**src/rtl/vedic_pkg.sv**
```systemverilog
// Shared definitions for the Vedic multiplier family: FSM states, digit size
// and width helpers used to size the iterative datapath.
package vedic_pkg;

   typedef enum logic [1:0] {
      IDLE = 2'd0,
      MUL  = 2'd1,
      DONE = 2'd2
   } state_e;

   localparam int DIGIT = 4;

   // Number of 4-bit digits in a w-bit operand.
   function automatic int D(input int w);
      return w / DIGIT;
   endfunction

   // Number of digit-pair partial products for a w x w multiply.
   function automatic int N(input int w);
      return D(w) * D(w);
   endfunction

endpackage

```
**src/rtl/vedic_4x4.sv**
```systemverilog
// Combinational 4x4 unsigned Vedic (Urdhva-Tiryagbhyam) multiplier built from
// four 2x2 vertical-and-crosswise cells.
module vedic_4x4
   import vedic_pkg::*;
(
   input  logic [DIGIT-1:0]   a_i,
   input  logic [DIGIT-1:0]   b_i,
   output logic [2*DIGIT-1:0] p_o
);

   logic [3:0] ppLowLow;
   logic [3:0] ppHighLow;
   logic [3:0] ppLowHigh;
   logic [3:0] ppHighHigh;
   logic [4:0] crossSum;

   function automatic logic [3:0] vedic2x2(input logic [1:0] x, input logic [1:0] y);
      logic t1, t2, t3, c1;
      t1 = x[1] & y[0];
      t2 = x[0] & y[1];
      t3 = x[1] & y[1];
      c1 = t1 & t2;
      return {t3 & c1, t3 ^ c1, t1 ^ t2, x[0] & y[0]};
   endfunction

   // Vertical products at the ends, crosswise products summed in the middle.
   always_comb begin
      ppLowLow   = vedic2x2(a_i[1:0], b_i[1:0]);
      ppHighLow  = vedic2x2(a_i[3:2], b_i[1:0]);
      ppLowHigh  = vedic2x2(a_i[1:0], b_i[3:2]);
      ppHighHigh = vedic2x2(a_i[3:2], b_i[3:2]);
      crossSum   = {1'b0, ppHighLow} + {1'b0, ppLowHigh};
      p_o        = {4'b0000, ppLowLow} + {1'b0, crossSum, 2'b00} + {ppHighHigh, 4'b0000};
   end

endmodule

```
**src/rtl/vedic_mul_seq.sv**
```systemverilog
// Iterative W x W unsigned multiplier. One vedic_4x4 core is time-shared over
// every digit pair; each MUL cycle adds one shifted partial product into a
// 2W-bit accumulator. Operands of zero short-circuit straight to DONE.
module vedic_mul_seq
   import vedic_pkg::*;
#(
   parameter int W = 16
) (
   input  logic           clk,
   input  logic           rst_n,
   input  logic           in_valid,
   output logic           in_ready,
   input  logic [W-1:0]   a,
   input  logic [W-1:0]   b,
   output logic           out_valid,
   input  logic           out_ready,
   output logic [2*W-1:0] y,
   output logic           busy
);

   localparam int ND = D(W);
   localparam int IW = (ND > 1) ? $clog2(ND) : 1;
   localparam int SW = $clog2(2 * W);
   localparam logic [IW-1:0] LAST = IW'(ND - 1);

   state_e           state_q, state_d;
   logic [W-1:0]     opA_q, opA_d;
   logic [W-1:0]     opB_q, opB_d;
   logic [2*W-1:0]   acc_q, acc_d;
   logic [2*W-1:0]   y_q, y_d;
   logic [IW-1:0]    idxI_q, idxI_d;
   logic [IW-1:0]    idxJ_q, idxJ_d;

   logic [DIGIT-1:0]   coreA;
   logic [DIGIT-1:0]   coreB;
   logic [2*DIGIT-1:0] corePp;
   logic [SW-1:0]      shAmt;
   logic [2*W-1:0]     ppShifted;
   logic [2*W-1:0]     accSum;
   logic               lastStep;
   logic               zeroOp;

   vedic_4x4 u_core (
      .a_i (coreA),
      .b_i (coreB),
      .p_o (corePp)
   );

   // Select the current digit pair, weight its product by 4*(i+j) and add.
   always_comb begin
      coreA     = opA_q[DIGIT*idxI_q +: DIGIT];
      coreB     = opB_q[DIGIT*idxJ_q +: DIGIT];
      shAmt     = (SW'(idxI_q) + SW'(idxJ_q)) << 2;
      ppShifted = {{(2*W-2*DIGIT){1'b0}}, corePp} << shAmt;
      accSum    = acc_q + ppShifted;
      lastStep  = (idxI_q == LAST) && (idxJ_q == LAST);
      zeroOp    = (opA_q == '0) || (opB_q == '0);
   end

   // Next-state logic: accept in IDLE, step digits in MUL, hold result in DONE.
   always_comb begin
      state_d = state_q;
      opA_d   = opA_q;
      opB_d   = opB_q;
      acc_d   = acc_q;
      y_d     = y_q;
      idxI_d  = idxI_q;
      idxJ_d  = idxJ_q;
      case (state_q)
         IDLE: begin
            if (in_valid) begin
               opA_d   = a;
               opB_d   = b;
               acc_d   = '0;
               idxI_d  = '0;
               idxJ_d  = '0;
               state_d = MUL;
            end
         end
         MUL: begin
            if (zeroOp) begin
               acc_d   = '0;
               y_d     = '0;
               state_d = DONE;
            end else begin
               acc_d = accSum;
               if (idxI_q == LAST) begin
                  idxI_d = '0;
                  idxJ_d = idxJ_q + 1'b1;
               end else begin
                  idxI_d = idxI_q + 1'b1;
               end
               if (lastStep) begin
                  idxJ_d  = '0;
                  y_d     = accSum;
                  state_d = DONE;
               end
            end
         end
         DONE: begin
            if (out_ready) begin
               state_d = IDLE;
            end
         end
         default: begin
            state_d = IDLE;
         end
      endcase
   end

   // State and datapath registers; reset abandons any in-flight product.
   always_ff @(posedge clk or negedge rst_n) begin
      if (!rst_n) begin
         state_q <= IDLE;
         opA_q   <= '0;
         opB_q   <= '0;
         acc_q   <= '0;
         y_q     <= '0;
         idxI_q  <= '0;
         idxJ_q  <= '0;
      end else begin
         state_q <= state_d;
         opA_q   <= opA_d;
         opB_q   <= opB_d;
         acc_q   <= acc_d;
         y_q     <= y_d;
         idxI_q  <= idxI_d;
         idxJ_q  <= idxJ_d;
      end
   end

   // Handshake outputs decoded purely from the registered state.
   always_comb begin
      in_ready  = (state_q == IDLE);
      out_valid = (state_q == DONE);
      busy      = (state_q != IDLE);
      y         = y_q;
   end

endmodule

```
**config.mk**
```make
export PLATFORM = sky130hd
export DESIGN_NAME = vedic_mul_seq
export DESIGN_NICKNAME = d
export VERILOG_FILES = /design/src/rtl/vedic_pkg.sv /design/src/rtl/vedic_4x4.sv /design/src/rtl/vedic_mul_seq.sv
export SDC_FILE = /design/constraint.sdc
export NUM_CORES = 1
export LEC_CHECK = 0
export BUFFER_PORTS_ARGS = -buffer_cell sky130_fd_sc_hd__buf_4
export CAP_MARGIN = 10
export CORE_MARGIN = 5
export CORE_UTILIZATION = 60
export CTS_CLUSTER_DIAMETER = 60
export DETAILED_ROUTE_END_ITERATION = 8
export GPL_ROUTABILITY_DRIVEN = 0
export PLACE_DENSITY = 0.86
export SLEW_MARGIN = 20
export SYNTH_ARGS = -nofsm -noshare
export SYNTH_HDL_FRONTEND = slang
export SYNTH_HIERARCHICAL = 1
export SYNTH_SLANG_ARGS = --single-unit
export TNS_END_PERCENT = 5
```
**constraint.sdc**
```tcl
create_clock -name clk -period 7.17 [get_ports clk]
set_input_delay 0.717 -clock clk [delete_from_list [all_inputs] [get_ports clk]]
set_output_delay 0.717 -clock clk [all_outputs]
set_load 0.01 [all_outputs]
```
==> out/results.md <==
• finished, final reports clean — outcome
• 0.40 ns — insertion delay to the later sink of the worst-skew pair
• mux4_2 — library cell contributing the largest single delay on the critical path
• 7430 µm² — final non-filler cell area
• 115 µm — Vert. Die Dim
• 7250 µm² — dpl cell area
• 5797 — DR vias
• 721 — Syn Inst Count
• clkbuf_8 — root buffer selected by CTS
• 70 — # port buffers
• 0 — DRC Markers
• 11.9% — synthesis-to-finish area growth
• 10800 µm² — core box area
• 0 — cts-stage hold buffer count
• 0.897 ns — Tightest Pin Transition
• nand2_1, dfrtp_1, ha_1, a22o_1, nor2_1 — cell types with the highest counts after synthesis
• dfrtp_1, ha_1, nand2_1, a22o_1, xnor2_1 — top area cells in the synthesized netlist
• 38.5% — sequential cell area fraction in the yosys report
• reg -> reg — class of the most critical setup path
• 18.6 µm — routed length per instance
• 2 — buffer depth of the longest clock path
• flop — kind of end point of the critical path
• 20.8% — post-synthesis compound-gate area fraction
• 0 — critical path buffer and inverter count
• 38.5% — top-area cell type share of the netlist area
• 5 — count of TritonRoute iterations in the first routing pass
• idxJ_q[0] — startpoint of the worst register-to-register path
• false — unrepaired setup endpoints after global routing
• 6.02 ns — clock period minus final worst setup slack
• 0 — pins over their slew limit
• dfrtp_1 — most frequently used flop master after synthesis
• y[30] — Crit Reg-Reg Endpoint
• compound AO/OA/AOI/OAI gates — main combinational cell family by area after synthesis
• 524 nW/µm² — power density cells
• 71 — number of top-level pins
• built — CTS tree
• 6 — Synth Warn #
• 0.000295 V — maximum ir drop on the vdd rail
• 0 — Ant. Diodes
• 0 — post-CTS resize count
• dfrtp_1 — most area-hungry cell type in the Yosys netlist
• 0.166 GHz — Max Clock Freq
• 23 — CP Depth
• 61.2% — starting density of the core
• 4.88% — xor and xnor fraction of the mapped netlist area
• flop — element type at the critical path start
• 40.2% — worst slew margin relative to its limit
• 54 — number of distinct library cell variants in the gate-level netlist after synthesis
• compound AO/OA/AOI/OAI gates — CP top delay family
• 6640 µm² — Post-Syn Area
• 9 — maximum net fanout on the critical path
• 0 — number of endpoints failing setup at the final stage
• 115 µm — horizontal extent of the die
• 11.0% — area share of fa/ha/maj cells after synthesis
• 59 — maximum number of pins on one net before global-route repair
• mux4_2 > and2_1 > ha_1 > ha_1 > ha_1 > a21oi_1 > xnor2_1 > ha_1 > o21ai_0 > o21bai_1 > a21oi_2 > xnor2_1 > mux2i_1 > nor2_1 > ha_1 > a21o_1 > a31o_1 > and2_1 > a31oi_2 > a21oi_2 > a21o_1 > xor2_1 > a22o_1 — cell-by-cell listing of the critical path
• 7.46 ns — required time at the worst-slack endpoint
• 0 — Final Hold Viols
• 100% — Async S/R FF share, synth
• 6.30 — mean number of vias per cell
• 1.15 ns — register-to-register setup slack
• 17100 µm — WL final
• 867 — NumNets Final
• 23 — worst reg-to-reg path cell count
• 3.80 nW — Pleak
• 0 — number of nets with antenna violations after detailed routing
• 920 — filler-free cell count of the finished design
• 9 — total CTS buffers
• 12900 µm — post-detail-place hpwl
• 0 — EDFF count, synth
• in -> async — type of the most critical hold path
• 9.20 µm² — post-synthesis average cell area
• 5747 — number of global-route vias before repair
• 813 — Net Count, Synth
• 0 — number of antenna violations at the first check in global routing
• 904 — cell count after placement
• 27.0% — total global-route track usage
• 13300 µm² — die footprint
• 83.9% — part of the cycle the worst path needs
• 0.10 ns — register clock-pin slew on the reported worst setup and hold paths
• 3.32% — share of cell area taken by muxes after synthesis
• 38 — Std-Cell Rows
• 15.3% — ratio of cells with drive above 1 in the final layout
• 3 — maximum level of the CTS H-tree
• 0 — maximum capacitance violations
• 102 — Num Clock Sinks
• 18.6% — fraction of the mapped netlist area in simple logic gates
• 0 — Overflow after GRT
• ha_1 — most numerous cell on the critical path
• 0.61 ns — crit-path max cell delay
• 102 — register bit count reported by yosys
• 0.0136 ns — final setup skew
• 0 ns — Total Neg Setup Slack
• nand2_1 — dominant cell by count in the synthesized netlist
• 0 — post-CTS repair timing setup buffer count
• 526 — initial detailed-routing violation count
• 28500 µm — global-route wire length before repair
• 6.31 ns — Worst EP arrival
## how the worst max path moves through the flow
| stage | startpoint | end | slack (ns) |
|---|---|---|---|
| 2_1_floorplan | idxJ_q[0] | y[30] | 1.89 |
| 3_3_place_gp | idxJ_q[0] | y[30] | 1.51 |
| 3_5_place_dp | idxJ_q[0] | y[30] | 1.37 |
| 4_1_cts | idxJ_q[0] | y[30] | 1.31 |
| 5_1_grt | idxJ_q[0] | y[30] | 0.92 |
| 6_report | idxJ_q[0] | y[30] | 1.15 |
## where the power goes
| group | internal (W) | switching [W] | total [W] | leakage, nW |
|---|---|---|---|---|
| clock | 0.000129 | 0.000215 | 0.000344 | 0.0833 |
| sequential | 0.000816 | 0.000203 | 0.00102 | 1.33 |
| combinational | 0.00103 | 0.00150 | 0.00253 | 2.39 |
## per-layer routing
layer	up-vias	wire [µm]	global-route usage (%)
met5	-	0	0
met4	0	558	11.0
met3	62	1080	5.89
met2	258	7960	42.6
met1	2795	7520	36.5
li1	2682	-	-
## cells in the final DEF (no fill, tap or decap), types with 8 or more instances in the layout
| cell | netlist | routed |
|---|---|---|
| and2_1 | 21 | 20 |
| nand2_1 | 149 | 148 |
| a22o_1 | 51 | 51 |
| mux4_2 | 8 | 8 |
| nor3_1 | 8 | 8 |
| nor2_1 | 43 | 42 |
| xnor2_1 | 24 | 24 |
| inv_1 | 17 | 17 |
| a21o_1 | 20 | 20 |
| xor2_1 | 13 | 13 |
| dfrtp_1 | 102 | 102 |
| o21ai_0 | 20 | 20 |
| nand2b_1 | 8 | 8 |
| o21ai_1 | 15 | 14 |
| buf_4 | 0 | 74 |
| clkbuf_8 | 0 | 9 |
| nor4_1 | 9 | 9 |
| a21oi_1 | 38 | 38 |
| nor2b_1 | 11 | 11 |
| ha_1 | 52 | 52 |
## flip-flops by register name (all words and copies together), names as in the netlist
register  cells
opA_q        16
state_q       2
acc_q        32
opB_q        16
idxJ_q        2
y            32
idxI_q        2
## cell families after synthesis
| logic type | after synthesis |
|---|---|
| buffers and inverters | 48 |
| DFF | 102 |
| AOI/OAI and AO/OA | 192 |
| xor gates and xnor gates | 37 |
| adders and majority gates | 56 |
| muxes | 12 |
| and+or+nand+nor | 274 |
## per-stage QoR
step | utilization (%) | hold slack (ns) | power (W) | setup slack [ns]
CTS | 68.5 | 0.321 | 0.00384 | 1.31
detailed placement | 66.9 | 0.472 | 0.00350 | 1.37
global route | 68.5 | 0.342 | 0.00419 | 0.921
finish | 68.5 | 0.295 | 0.00389 | 1.15
floorplan | - | 0.421 | 0.00283 | 1.89
global placement | 66.9 | 0.464 | 0.00336 | 1.51
## area by class of cell
class	count	area (µm²)
multi-input combinational	571	3910
fill	876	3410
sequential	102	2550
timing repair buffer	74	556
tap	140	175
clock buffer	10	128
inverter	17	63.8
clock inverter	6	46.3
(Power assumes the default switching activity.)
